<file path="src/rtl/cic_pool_flatten_sched.sv">
// cic_pool_flatten_sched: Layer-1/Layer-2 scheduler for the CNN image core.
// Walks the two Layer-0 maps (L0K0, L0K1) in 2x2 windows and reduces each
// window by signed maximum. The result goes to L1K0/L1K1 at the pixel index.
// The interleaved flatten copy goes to L2F at index 2*pixel+kernel.
//
// Build option: define CIC_FLATTEN_EN to include the L2F write (W2 state,
// 7 cycles per window). Without it, W1 advances directly (6 cycles per window)
// and L2F is never selected.
//
// Memory handshake: reads are fire-and-forget. When crd is high in a cycle,
// cdata_rd carries the addressed word in the following cycle; there is no
// stall. When cwr is high, the write of cdata_wr to caddr_wr in memory csel
// commits at the end of that cycle. crd and cwr are never high together, and
// csel is 000 whenever neither is high.
module cic_pool_flatten_sched #(
  parameter int IMG_W = 64,
  parameter int DW    = 20,
  parameter int AW    = 12
) (
  input  logic          clk,
  input  logic          reset,
  input  logic          start,
  output logic          busy,
  output logic          done,
  output logic [2:0]    csel,
  output logic          crd,
  output logic [AW-1:0] caddr_rd,
  input  logic [DW-1:0] cdata_rd,
  output logic          cwr,
  output logic [AW-1:0] caddr_wr,
  output logic [DW-1:0] cdata_wr
);

  localparam int HALF = IMG_W / 2;
  localparam int CW   = $clog2(HALF);
  localparam int IW   = 2 * CW;

  localparam logic [2:0] SEL_NONE = 3'b000;
  localparam logic [2:0] SEL_L0K0 = 3'b001;
  localparam logic [2:0] SEL_L0K1 = 3'b010;
  localparam logic [2:0] SEL_L1K0 = 3'b011;
  localparam logic [2:0] SEL_L1K1 = 3'b100;
`ifdef CIC_FLATTEN_EN
  localparam logic [2:0] SEL_L2F  = 3'b101;
`endif

  typedef enum logic [3:0] {
    IDLE, R0, R1, R2, R3, R4, W1, W2, DONE
  } state_t;

  state_t        state;
  logic [IW-1:0] pix;     // output pixel index, raster order
  logic          kern;    // kernel currently being pooled
  logic [DW-1:0] max_q;   // running window maximum

  // Top-left read address of the window for output pixel p:
  // 2*row*IMG_W + 2*col, which is just the row and column bits spread out.
  function automatic logic [AW-1:0] base_of(input logic [IW-1:0] p);
    return AW'({p[IW-1:CW], 1'b0, p[CW-1:0], 1'b0});
  endfunction

  logic [AW-1:0] base;
  logic [IW-1:0] nxt_pix;
  logic          nxt_kern;
  logic          last_win;
  logic [DW-1:0] max_next;

  // Window addressing, loop advance and signed max compare (ties keep old).
  always_comb begin
    base     = base_of(pix);
    nxt_kern = ~kern;
    nxt_pix  = kern ? pix + IW'(1) : pix;
    last_win = (&pix) & kern;
    max_next = ($signed(cdata_rd) > $signed(max_q)) ? cdata_rd : max_q;
  end

  // Scheduler FSM; every output is registered alongside the state.
  always_ff @(posedge clk or posedge reset) begin
    if (reset) begin
      state    <= IDLE;
      pix      <= '0;
      kern     <= 1'b0;
      max_q    <= '0;
      busy     <= 1'b0;
      done     <= 1'b0;
      csel     <= SEL_NONE;
      crd      <= 1'b0;
      caddr_rd <= '0;
      cwr      <= 1'b0;
      caddr_wr <= '0;
      cdata_wr <= '0;
    end else begin
      done <= 1'b0;
      case (state)
        IDLE: begin
          pix  <= '0;
          kern <= 1'b0;
          if (start) begin
            state    <= R0;
            busy     <= 1'b1;
            crd      <= 1'b1;
            csel     <= SEL_L0K0;
            caddr_rd <= base_of('0);
          end
        end
        R0: begin
          state    <= R1;
          caddr_rd <= base + AW'(1);
        end
        R1: begin
          state    <= R2;
          max_q    <= cdata_rd;
          caddr_rd <= base + AW'(IMG_W);
        end
        R2: begin
          state    <= R3;
          max_q    <= max_next;
          caddr_rd <= base + AW'(IMG_W + 1);
        end
        R3: begin
          state <= R4;
          max_q <= max_next;
          crd   <= 1'b0;
          csel  <= SEL_NONE;
        end
        R4: begin
          state    <= W1;
          max_q    <= max_next;
          cdata_wr <= max_next;
          cwr      <= 1'b1;
          csel     <= kern ? SEL_L1K1 : SEL_L1K0;
          caddr_wr <= AW'(pix);
        end
`ifdef CIC_FLATTEN_EN
        W1: begin
          state    <= W2;
          csel     <= SEL_L2F;
          caddr_wr <= AW'({pix, kern});
        end
        W2: begin
`else
        W1: begin
`endif
          cwr <= 1'b0;
          if (last_win) begin
            state <= DONE;
            busy  <= 1'b0;
            done  <= 1'b1;
            csel  <= SEL_NONE;
          end else begin
            state    <= R0;
            pix      <= nxt_pix;
            kern     <= nxt_kern;
            crd      <= 1'b1;
            csel     <= nxt_kern ? SEL_L0K1 : SEL_L0K0;
            caddr_rd <= base_of(nxt_pix);
          end
        end
        DONE: begin
          state <= IDLE;
          pix   <= '0;
          kern  <= 1'b0;
        end
        default: begin
          state <= IDLE;
          busy  <= 1'b0;
          crd   <= 1'b0;
          cwr   <= 1'b0;
          csel  <= SEL_NONE;
        end
      endcase
    end
  end

endmodule

</file>
<file path="config.mk">
export PLATFORM = sky130hd
export DESIGN_NAME = cic_pool_flatten_sched
export DESIGN_NICKNAME = d
export VERILOG_FILES = /design/src/rtl/cic_pool_flatten_sched.sv
export SDC_FILE = /design/constraint.sdc
export NUM_CORES = 1
export LEC_CHECK = 0
export BUFFER_PORTS_ARGS = -buffer_cell sky130_fd_sc_hd__buf_2
export CAP_MARGIN = 20
export CELL_PAD_IN_SITES_DETAIL_PLACEMENT = 0
export CELL_PAD_IN_SITES_GLOBAL_PLACEMENT = 2
export CORE_ASPECT_RATIO = 1.25
export CORE_MARGIN = 3
export CORE_UTILIZATION = 36
export DETAILED_ROUTE_END_ITERATION = 7
export PLACE_DENSITY_LB_ADDON = 0.15
export SYNTH_ARGS = -nofsm -noshare
export SYNTH_HDL_FRONTEND = slang
export SYNTH_SLANG_ARGS = --single-unit
</file>
<file path="constraint.sdc">
create_clock -name clk -period 3.2 [get_ports clk]
set_clock_uncertainty 0.15 [all_clocks]
set_input_delay 0.64 -clock clk [delete_from_list [all_inputs] [get_ports clk]]
set_output_delay 0.64 -clock clk [all_outputs]
set_load 0.02 [all_outputs]
</file>
==> results of run 1 <==
==> Yosys cell counts, types with 2 or more instances <==
library cell                 n
sky130_fd_sc_hd__dfrtp_1    84
sky130_fd_sc_hd__nor2_1     46
sky130_fd_sc_hd__nand2_1    28
sky130_fd_sc_hd__o21ai_0    26
sky130_fd_sc_hd__inv_1      24
sky130_fd_sc_hd__ha_1       21
sky130_fd_sc_hd__mux2i_1    21
sky130_fd_sc_hd__a21oi_1    20
sky130_fd_sc_hd__a21oi_2    20
sky130_fd_sc_hd__mux2_4     20
sky130_fd_sc_hd__clkbuf_1   12
sky130_fd_sc_hd__nand3_1    11
sky130_fd_sc_hd__mux2_2     10
sky130_fd_sc_hd__o21ai_1     7
sky130_fd_sc_hd__nor4_1      6
sky130_fd_sc_hd__a21o_1      5
sky130_fd_sc_hd__nand4_1     5
sky130_fd_sc_hd__nor2b_1     5
sky130_fd_sc_hd__nor3_1      5
sky130_fd_sc_hd__a22o_1      4
sky130_fd_sc_hd__and4_1      4
sky130_fd_sc_hd__a221o_1     3
sky130_fd_sc_hd__buf_4       3
sky130_fd_sc_hd__and3_1      2
sky130_fd_sc_hd__buf_1       2
sky130_fd_sc_hd__buf_12      2
sky130_fd_sc_hd__buf_6       2
sky130_fd_sc_hd__nand2b_1    2
sky130_fd_sc_hd__o2bb2ai_1   2
sky130_fd_sc_hd__o31ai_1     2
==> final timing paths <==
path	cells past startpoint	slack, ns	endpoint
min in group clk	2	0.34	caddr_rd[1]$_DFFE_PP0P_
max reg2reg	10	0.23	max_q[1]$_DFFE_PP0P_
max in group asynchronous	3	2.32	busy$_DFFE_PP0P_
min reg2reg	2	0.34	caddr_rd[1]$_DFFE_PP0P_
max	10	0.23	max_q[1]$_DFFE_PP0P_
min	3	0.24	max_q[14]$_DFFE_PP0P_
==> power groups by stage <==
stage                     clock, W  sequential, W  combinational (W)
after floorplan                  0        0.00179            0.00193
after global placement           0        0.00165            0.00274
after detailed placement         0        0.00165            0.00278
after CTS                  0.00100        0.00164            0.00279
after global routing       0.00105        0.00168            0.00300
final                     0.000972        0.00163            0.00273
==> metrics by stage <==
| stage | TNS [ns] | cell area, µm² |
|---|---|---|
| floorplan | 0 | 4510 |
| global placement | -1.60 | 5240 |
| detailed placement | -2.71 | 5240 |
| CTS | 0 | 5510 |
| global route | 0 | 5510 |
| finish | 0 | 5510 |
==> per-layer routing <==
layer,vias up,part of all wire
met1,1680,0.44
met3,14,0.033
met2,53,0.51
met4,0,0.020
li1,1709,-
met5,-,0
==> state kept, by name (all words and copies together), names as in the netlist <==
register / flops
busy: 1
caddr_rd: 12
caddr_wr: 10
cdata_wr: 20
crd: 1
csel: 3
cwr: 1
done: 1
kern: 1
max_q: 20
pix: 10
state: 4
==> layout make-up <==
cell class,count,area (µm²),share of cell area
Clock buffer,12,246,0.0447
Clock inverter,4,25.0,0.00454
Inverter,24,91.3,0.0166
Multi-Input combinational cell,297,2190,0.398
Sequential cell,84,2100,0.381
Tap cell,164,205,0.0372
Timing Repair Buffer,105,648,0.118
==> critical path, delay by kind of cell (launching register included) <==
kind | cells | cell delay [ns]
AO/OA/AOI/OAI | 4 | 1.20
XOR/XNOR | 1 | 0.18
adder cells (fa/ha/maj) | 1 | 0.30
buffers and inverters | 2 | 0.26
flip-flops | 1 | 0.37
multiplexers | 1 | 0.32
AND/OR/NAND/NOR | 1 | 0.06
==> cell families (layout without fill, tap and decap cells) <==
family,Yosys count,count (layout),share of synthesized area
and+or+nand+nor,119,119,0.127
AOI/OAI and AO/OA,102,102,0.153
DFF,84,84,0.466
muxes,52,52,0.141
buffers and inverters,46,145,0.0516
adders and majority gates,21,21,0.0583
other,1,2,0.000832
xor gates and xnor gates,1,1,0.00194
==> metrics.csv, run 1 <==
metric;value;unit
ant_nets;0;
wl;10.6;mm
num_vias;3456;
net-switching-power;0.00212;W
ys.flop_type;sky130_fd_sc_hd__dfrtp_1;
cts.sink_count;84;
route.detailed.vias_per_inst;5.01;
setup.worst_path.start;max_q[10]$_DFFE_PP0P_;
ioPinCount;74;
crit_type;reg2reg;
crit_path_max_incr_delay;0.49;ns
cts_bufs_inserted;9;
critical_path.max_fanout;20;
clock_insertion_delay_worst_skew;0.35;ns
most-common-layout-cells;sky130_fd_sc_hd__dfrtp_1, sky130_fd_sc_hd__buf_2, sky130_fd_sc_hd__nor2_1;
grt_overflow;0;
finalSetupViolations;0;
cts.path.max_buffers;2;
cts-resized-gates;0;
initial_utilization;0.369;
finalCoreUtilization;0.451;
routabilityCongestion;0.746;
post-synth-top-area-fraction;0.466;
grtUsageMet1;0.197;
crit_start_category;flip-flop;
worstSetupEndpointType;flip-flop;
worst_hold_margin;0.238;ns
synthCells;426;
final_cells;690;
num-nets-final;565;
tritoncts;yes;
worst-slew-pin-transition;0.829;ns
ys_warnings;0;
critical_path.cell_chain;inv_1, ha_1, a21oi_1, nand2_1, a221o_1, a2111o_1, xnor2_1, a32o_2, buf_12, mux2_4;
grt_util_met2;0.277;
grt.met3_usage;0.0388;
maximum_level_of_the_cts_h_tree;3;
dominant_cells_by_area_after_synthesis;sky130_fd_sc_hd__dfrtp_1, sky130_fd_sc_hd__mux2_4, sky130_fd_sc_hd__ha_1;
internal_power;0.00322;W
dp_hpwl;7.60;mm
grt_busiest_layer;met2;
vdd.ir_drop.worst;354;µV
initial_antenna_violation_count;0;
drt_iter0_markers;100;
synth_top_cell_by_area;sky130_fd_sc_hd__dfrtp_1;
antennaDiodeCount;0;
clkSlewWorstSetupHoldPaths;0.06;ns
synth_area_per_cell;10.6;µm²
clk_root_buffer_cell;sky130_fd_sc_hd__clkbuf_16;
worst-endpoint-required;3.28;ns
mostFrequentLayoutCell;sky130_fd_sc_hd__dfrtp_1;
grt_setup_unrepaired;no;
cts-hold-fix-buffers;0;
min_period_over_period;0.929;
worst_hold_path_type;in2async;
first_pass_grt_wire_length;18.0;mm
placedCellCount;674;
synth-seq-area-share;0.466;
layout-drive-gt1-share;0.337;
hold_viol;0;
static_leakage_power;2.70;nW
rows;45;
fraction_of_registers_with_async_set_reset;1.00;
floorplan.core_area;12200;µm²
max_cap_viols;0;
power.density;968;nW/µm²
dr.pass1.iters;4;
number_of_drc_violations_after_detailed_routing;0;
largest_net_degree_at_the_start_of_global_routing;85;
final-max-slew-violation-count;0;
pre_cts_setup_slack;-0.147;ns
min_period;2.97;ns
layout-area-overhead-vs-synth;22.2;%
power.clock.fraction;0.182;
power_switching_share;0.397;
cp_data_arrival_time;3.05;ns
vias_in_the_first_global_route;3632;
routedWlPerCell;15.4;µm
timing.final.ws_setup;0.226;ns
fillers;1213;
die-area;13900;µm²
syn_area;4510;µm²
post_synth_cell_types;52;
post-cts-setup-buffer-count;0;
die_width;106;µm
max_freq;336;MHz
synth_edf_count;0;
die_height;131;µm
power.total;0.00533;W
cp_slowest_cell;sky130_fd_sc_hd__a2111o_1;
place.port_buffers;71;
seq_power_share;0.306;
postSynthRegisterBits;84;
slew_headroom;0.442;
part_of_the_total_power_dissipated_in_combinational_logic;0.512;
gr-usage-all-layers;0.163;
worst_r2r_startpoint;max_q[10]$_DFFE_PP0P_;
outcome;complete, no violations;
No activity file was read; power rests on OpenSTA's default activity.
==> run 2, diff against run 1 <==
--- a/config.mk
+++ b/config.mk
@@ -11,7 +11,7 @@
 export CELL_PAD_IN_SITES_GLOBAL_PLACEMENT = 2
 export CORE_ASPECT_RATIO = 1.25
 export CORE_MARGIN = 3
-export CORE_UTILIZATION = 36
+export CORE_UTILIZATION = 39
 export DETAILED_ROUTE_END_ITERATION = 7
 export PLACE_DENSITY_LB_ADDON = 0.15
 export SYNTH_ARGS = -nofsm -noshare
==> constraint.sdc (replaced) <==
create_clock -name clk -period 3.7 [get_ports clk]
set_clock_uncertainty 0.15 [all_clocks]
set_input_delay 0.74 -clock clk [delete_from_list [all_inputs] [get_ports clk]]
set_output_delay 0.74 -clock clk [all_outputs]
set_load 0.02 [all_outputs]
==> run 2 against run 1 <==
  * Clock power shrank 14%
  * Routed wire length shrank 2.0%
  * Register-to-register slack gained 0.53 ns
  * Hold slack gained 0.038 ns
  * Highest routed layer unchanged
  * Combinational power shrank 16%
  * Sequential cell count is the same
  * Die area shrank 7.3%
  * Cell count shrank 7.5%
  * Largest power group unchanged
  * First-iteration DRC count grew 9.0%
  * Critical endpoint unchanged
  * Via count shrank 1.8%
  * Clock-buffer cell count grew 1
==> metrics.csv, run 2 (same netlist as run 1, synthesis figures left out) <==
metric;value;unit;change
num-nets-final;543;;-3.9%
vdd.ir_drop.worst;312;µV;-12%
die_height;126;µm;-3.7%
die-area;12900;µm²;-7.3%
worstSetupEndpointType;flip-flop;;
cts-resized-gates;0;;unchanged
routedWlPerCell;16.3;µm;+5.9%
hold_viol;0;;unchanged
die_width;102;µm;-3.7%
route.detailed.vias_per_inst;5.32;;+6.2%
cts.path.max_buffers;2;;unchanged
cp_data_arrival_time;3.14;ns;+0.09 ns
clkSlewWorstSetupHoldPaths;0.06;ns;about the same
layout-area-overhead-vs-synth;17.7;%;
initial_antenna_violation_count;0;;unchanged
finalSetupViolations;0;;unchanged
final-max-slew-violation-count;0;;unchanged
setup_total_negative_slack;0;ns;unchanged
antennaDiodeCount;0;;unchanged
min_period;3.07;ns;
rows;43;;-4.4%
power.density;855;nW/µm²;-12%
timing.reg2reg.setup_slack;0.76;ns;+0.53 ns
largest_net_degree_at_the_start_of_global_routing;41;;-52%
critical_path.max_fanout;20;;unchanged
initial_utilization;0.403;;+0.0339
place.port_buffers;71;;unchanged
post-cts-setup-buffer-count;0;;unchanged
first_pass_grt_wire_length;17.5;mm;-2.4%
tritoncts;yes;;
grt_setup_unrepaired;no;;
worst_hold_path_type;in2async;;
outcome;complete, no violations;;
crit_start_category;input port;;
layout-drive-gt1-share;0.306;;-0.0303
ant_nets;0;;unchanged
maximum_level_of_the_cts_h_tree;3;;unchanged
cts-hold-fix-buffers;0;;unchanged
vias_in_the_first_global_route;3448;;-5.1%
dp_hpwl;7.40;mm;-2.5%
slew_headroom;0.374;;-0.0681
crit_type;in2reg;;
top_regs;cdata_wr (20), max_q (20), caddr_rd (12);;
worst-slew-pin-transition;0.930;ns;+0.101 ns
max_freq;326;MHz;
cts.sink_count;84;;unchanged
grt_overflow;0;;unchanged
max_cap_viols;0;;unchanged
ioPinCount;74;;unchanged
most-common-layout-cells;sky130_fd_sc_hd__dfrtp_1, sky130_fd_sc_hd__buf_2, sky130_fd_sc_hd__nor2_1;;
cts_bufs_inserted;9;;unchanged
dr.pass1.iters;4;;unchanged
number_of_drc_violations_after_detailed_routing;0;;unchanged
routabilityCongestion;0.768;;+3.0%
postLayoutCellArea;5310;µm²;-3.7%
floorplan.core_area;11200;µm²;-8.4%
num_vias;3395;;-1.8%
gr-usage-all-layers;0.173;;+0.00969
wl;10.4;mm;-2.0%
drt_iter0_markers;109;;+9.0%
clock_insertion_delay_worst_skew;0.33;ns;-0.02 ns
static_leakage_power;2.60;nW;-3.7%
min_period_over_period;0.830;;
worst-endpoint-required;3.77;ns;+0.49 ns
place_area;5040;µm²;-3.8%
mostFrequentLayoutCell;sky130_fd_sc_hd__dfrtp_1;;
clk_root_buffer_cell;sky130_fd_sc_hd__clkbuf_16;;
[run 2: per-stage QoR]
| stage | util | total power, W | hold slack (ns) | setup WS [ns] | instances |
|---|---|---|---|---|---|
| finish | 0.474 | 0.00454 | 0.276 | 0.631 | 638 |
| global route | 0.474 | 0.00491 | 0.301 | 0.491 | 638 |
| CTS | 0.474 | 0.00462 | 0.285 | 0.633 | 638 |
| global placement | 0.450 | 0.00372 | 0.319 | 0.317 | 623 |
| floorplan | - | 0.00321 | 0.354 | 0.564 | 427 |
| detailed placement | 0.450 | 0.00376 | 0.326 | 0.273 | 623 |
[run 2: final cells by class]
type	count	area, µm²
tap	135	169
sequential	84	2100
inverter	24	91.3
multi-input combinational	297	2190
timing repair buffer	83	483
fill	1099	5880
clock inverter	2	10.0
clock buffer	13	260
[run 2: worst paths after layout]
kind / startpoint / depth (start not counted) / end
hold / removal: reset / 2 / max_q[17]$_DFFE_PP0P_
min in group clk: caddr_rd[7]$_DFFE_PP0P_ / 2 / caddr_rd[7]$_DFFE_PP0P_
max in group asynchronous: reset / 3 / cdata_wr[19]$_DFFE_PP0P_
setup reg to reg: max_q[10]$_DFFE_PP0P_ / 10 / max_q[1]$_DFFE_PP0P_
hold reg to reg: caddr_rd[7]$_DFFE_PP0P_ / 2 / caddr_rd[7]$_DFFE_PP0P_
setup / recovery: cdata_rd[7] / 10 / max_q[1]$_DFFE_PP0P_
[run 2: per-layer routing]
metal	share of wire	up-vias	GRT usage	wire length [µm]
met1	0.44	1657	0.215	4540
met4	0.010	0	0.0463	106
met3	0.041	7	0.0332	425
met2	0.51	67	0.302	5350
li1	-	1664	-	-
met5	0	-	0	0
[run 2: critical path, cell delays in order]
cell and delay [ns]:
sky130_fd_sc_hd__buf_2 0.12, sky130_fd_sc_hd__ha_1 0.31, sky130_fd_sc_hd__and4_1 0.22, sky130_fd_sc_hd__and4bb_1 0.21
sky130_fd_sc_hd__a21boi_2 0.15, sky130_fd_sc_hd__a2111o_1 0.47, sky130_fd_sc_hd__xnor2_1 0.17, sky130_fd_sc_hd__a32o_2 0.21
sky130_fd_sc_hd__buf_12 0.20, sky130_fd_sc_hd__mux2_4 0.32
[run 2: power by group]
part	internal, W	leakage (nW)	switching [W]	total [W]
logic	0.00106	1.43	0.00122	0.00228
registers	0.00121	1.04	0.000218	0.00142
clock network	0.000486	0.135	0.000348	0.000834
total	0.00275	2.60	0.00179	0.00454
==> run 3, diff against run 2 <==
--- a/config.mk
+++ b/config.mk
@@ -11,7 +11,7 @@
 export CELL_PAD_IN_SITES_GLOBAL_PLACEMENT = 2
 export CORE_ASPECT_RATIO = 1.25
 export CORE_MARGIN = 3
-export CORE_UTILIZATION = 39
+export CORE_UTILIZATION = 36
 export DETAILED_ROUTE_END_ITERATION = 7
 export PLACE_DENSITY_LB_ADDON = 0.15
 export SYNTH_ARGS = -nofsm -noshare
==> constraint.sdc (replaced) <==
create_clock -name clk -period 3.1 [get_ports clk]
set_clock_uncertainty 0.15 [all_clocks]
set_input_delay 0.62 -clock clk [delete_from_list [all_inputs] [get_ports clk]]
set_output_delay 0.62 -clock clk [all_outputs]
set_load 0.02 [all_outputs]
==> run 3 against run 2 <==
  * Clock power increased by 24%
  * Routed wire length increased by 8.6%
  * Clock-buffer cell count increased by 2
  * Register-to-register slack got worse by 0.65 ns
  * Worst setup slack got worse by 0.53 ns
  * Global-route usage decreased by 0.83 points
  * Die area increased by 7.9%
  * Sequential power increased by 20%
  * Hold slack got worse by 0.024 ns
  * Final area increased by 7.5%
  * Critical path type unchanged
  * Largest cell class unchanged
  * Highest routed layer unchanged
==> metrics.csv, run 3 (same netlist as run 1, synthesis figures left out) <==
metric;value;unit;change
slew_headroom;0.393;;+0.0193
cts_bufs_inserted;9;;unchanged
worst-endpoint-required;3.16;ns;-0.61 ns
routedWlPerCell;16.1;µm;-1.1%
multi_input_comb_area;2270;µm²;+3.4%
mostFrequentLayoutCell;sky130_fd_sc_hd__dfrtp_1;;
ant_nets;0;;unchanged
ff_latch_area;2100;µm²;unchanged
clock_insertion_delay_worst_skew;0.33;ns;about the same
cts-hold-fix-buffers;0;;unchanged
finalSetupViolations;0;;unchanged
max_cap_viols;0;;unchanged
worst-slew-pin-transition;0.901;ns;-0.0287 ns
grt_setup_unrepaired;no;;
tritoncts;yes;;
critical_path.cell_chain;buf_2, ha_1, and4_1, and4bb_1, a21boi_2, a2111o_1, xnor2_1, a32o_2, clkbuf_16, mux2_4;;
crit_start_category;input port;;
most-common-layout-cells;sky130_fd_sc_hd__dfrtp_1, sky130_fd_sc_hd__buf_2, sky130_fd_sc_hd__nor2_1;;
number_of_drc_violations_after_detailed_routing;0;;unchanged
layout-drive-gt1-share;0.365;;+0.0588
die_width;106;µm;+3.8%
first_pass_grt_wire_length;18.2;mm;+3.8%
final-max-slew-violation-count;0;;unchanged
postLayoutCellArea;5710;µm²;+7.5%
static_leakage_power;2.78;nW;+6.7%
gr-usage-all-layers;0.165;;-0.00831
dp_hpwl;7.78;mm;+5.0%
dr.pass1.iters;4;;unchanged
outcome;complete, no violations;;
place.port_buffers;71;;unchanged
layout-area-overhead-vs-synth;26.6;%;
initial_antenna_violation_count;0;;unchanged
hold_viol;0;;unchanged
num_vias;3538;;+4.2%
vdd.ir_drop.worst;390;µV;+25%
antennaDiodeCount;0;;unchanged
top_regs;cdata_wr (20), max_q (20), caddr_rd (12);;
worstSetupEndpointType;flip-flop;;
route.detailed.vias_per_inst;5.05;;-5.2%
cp_slowest_cell;sky130_fd_sc_hd__a2111o_1;;
grt.met3_usage;0.0373;;+0.00411
clkSlewWorstSetupHoldPaths;0.06;ns;about the same
fillers;1211;;+10%
crit_type;in2reg;;
cts.path.max_buffers;2;;unchanged
grt_overflow;0;;unchanged
die_height;131;µm;+3.9%
max_freq;333;MHz;
vias_in_the_first_global_route;3533;;+2.5%
worst_hold_path_type;in2async;;
power.density;1030;nW/µm²;+20%
grtUsageMet1;0.198;;-0.0172
ioPinCount;74;;unchanged
worst_hold_margin;0.252;ns;-0.0235 ns
crit_path_max_incr_delay;0.41;ns;-0.06 ns
rows;45;;+4.7%
min_period_over_period;0.968;;
cts.sink_count;84;;unchanged
wl;11.3;mm;+8.6%
min_period;3.00;ns;
cp_data_arrival_time;3.06;ns;-0.08 ns
routabilityCongestion;0.741;;-3.5%
place_area;5240;µm²;+4.0%
drt_iter0_markers;109;;unchanged
largest_net_degree_at_the_start_of_global_routing;48;;+17%
die-area;13900;µm²;+7.9%
floorplan.core_area;12200;µm²;+9.2%
maximum_level_of_the_cts_h_tree;3;;unchanged
clk_root_buffer_cell;sky130_fd_sc_hd__clkbuf_16;;
grt_util_met2;0.293;;-0.00917
grt_busiest_layer;met2;;
num-nets-final;576;;+6.1%
initial_utilization;0.369;;-0.0339
critical_path.max_fanout;5;;-75%
==> run 3: cell types whose count changed in the layout (fill, tap and decap cells not counted), sizes merged <==
| cell | delta |
|---|---|
| buf | +31 |
| clkbuf | +4 |
| clkinv | -1 |
==> run 3: path summary, 6_finish.rpt <==
path / from / to / slack [ns] / cells past startpoint
setup / recovery: cdata_rd[6] / max_q[4]$_DFFE_PP0P_ / 0.1 / 10
hold / removal: reset / cdata_wr[14]$_DFFE_PP0P_ / 0.25 / 3
setup reg to reg: max_q[7]$_DFFE_PP0P_ / max_q[4]$_DFFE_PP0P_ / 0.11 / 10
hold reg to reg: caddr_rd[7]$_DFFE_PP0P_ / caddr_rd[7]$_DFFE_PP0P_ / 0.34 / 2
max in group asynchronous: reset / csel[2]$_DFFE_PP0P_ / 2.08 / 3
min in group clk: caddr_rd[7]$_DFFE_PP0P_ / caddr_rd[7]$_DFFE_PP0P_ / 0.34 / 2
==> run 3: critical path: cells and delay by family <==
| family | cells | cell delay [ns] |
|---|---|---|
| simple gates | 2 | 0.42 |
| buf+inv | 2 | 0.32 |
| xor+xnor | 1 | 0.19 |
| compound gates | 3 | 0.92 |
| fa+ha+maj | 1 | 0.29 |
| mux | 1 | 0.30 |
==> run 3: power by group <==
group,switching (W),internal (W),leakage (nW),total [W]
Clock,0.000419,0.000609,0.140,0.00103
Combinational,0.00160,0.00154,1.60,0.00314
Sequential,0.000268,0.00144,1.04,0.00171
==> run 3: what timing repair did <==
item	CTS	global route
setup buffers	0	6
endpoints found under the setup margin	0	18
resized for setup	0	11
==> run 3: per-layer routing <==
| metal | part of all wire | up-vias | wire length [µm] |
|---|---|---|---|
| met5 | 0 | - | 0 |
| met4 | 0.011 | 0 | 120 |
| met3 | 0.033 | 9 | 374 |
| met2 | 0.53 | 56 | 6040 |
| met1 | 0.42 | 1749 | 4780 |
| li1 | - | 1724 | - |
==> run 3: per-stage QoR <==
step | TNS [ns] | total power [W] | utilization | instances | setup WS [ns]
floorplan | 0 | 0.00383 | - | 427 | 0.0840
global placement | -5.21 | 0.00455 | 0.429 | 676 | -0.159
detailed placement | -6.55 | 0.00459 | 0.429 | 676 | -0.187
CTS | 0 | 0.00565 | 0.452 | 692 | 0.136
global route | 0 | 0.00629 | 0.467 | 701 | 0.000390
finish | 0 | 0.00588 | 0.467 | 701 | 0.0999
==> run 3: cell type report <==
type                            count  share of cell area
Multi-Input combinational cell    297               0.397
Clock buffer                       15              0.0487
Sequential cell                    84               0.368
Clock inverter                      1            0.000877
Tap cell                          164              0.0359
Timing Repair Buffer              116               0.133
Inverter                           24              0.0160
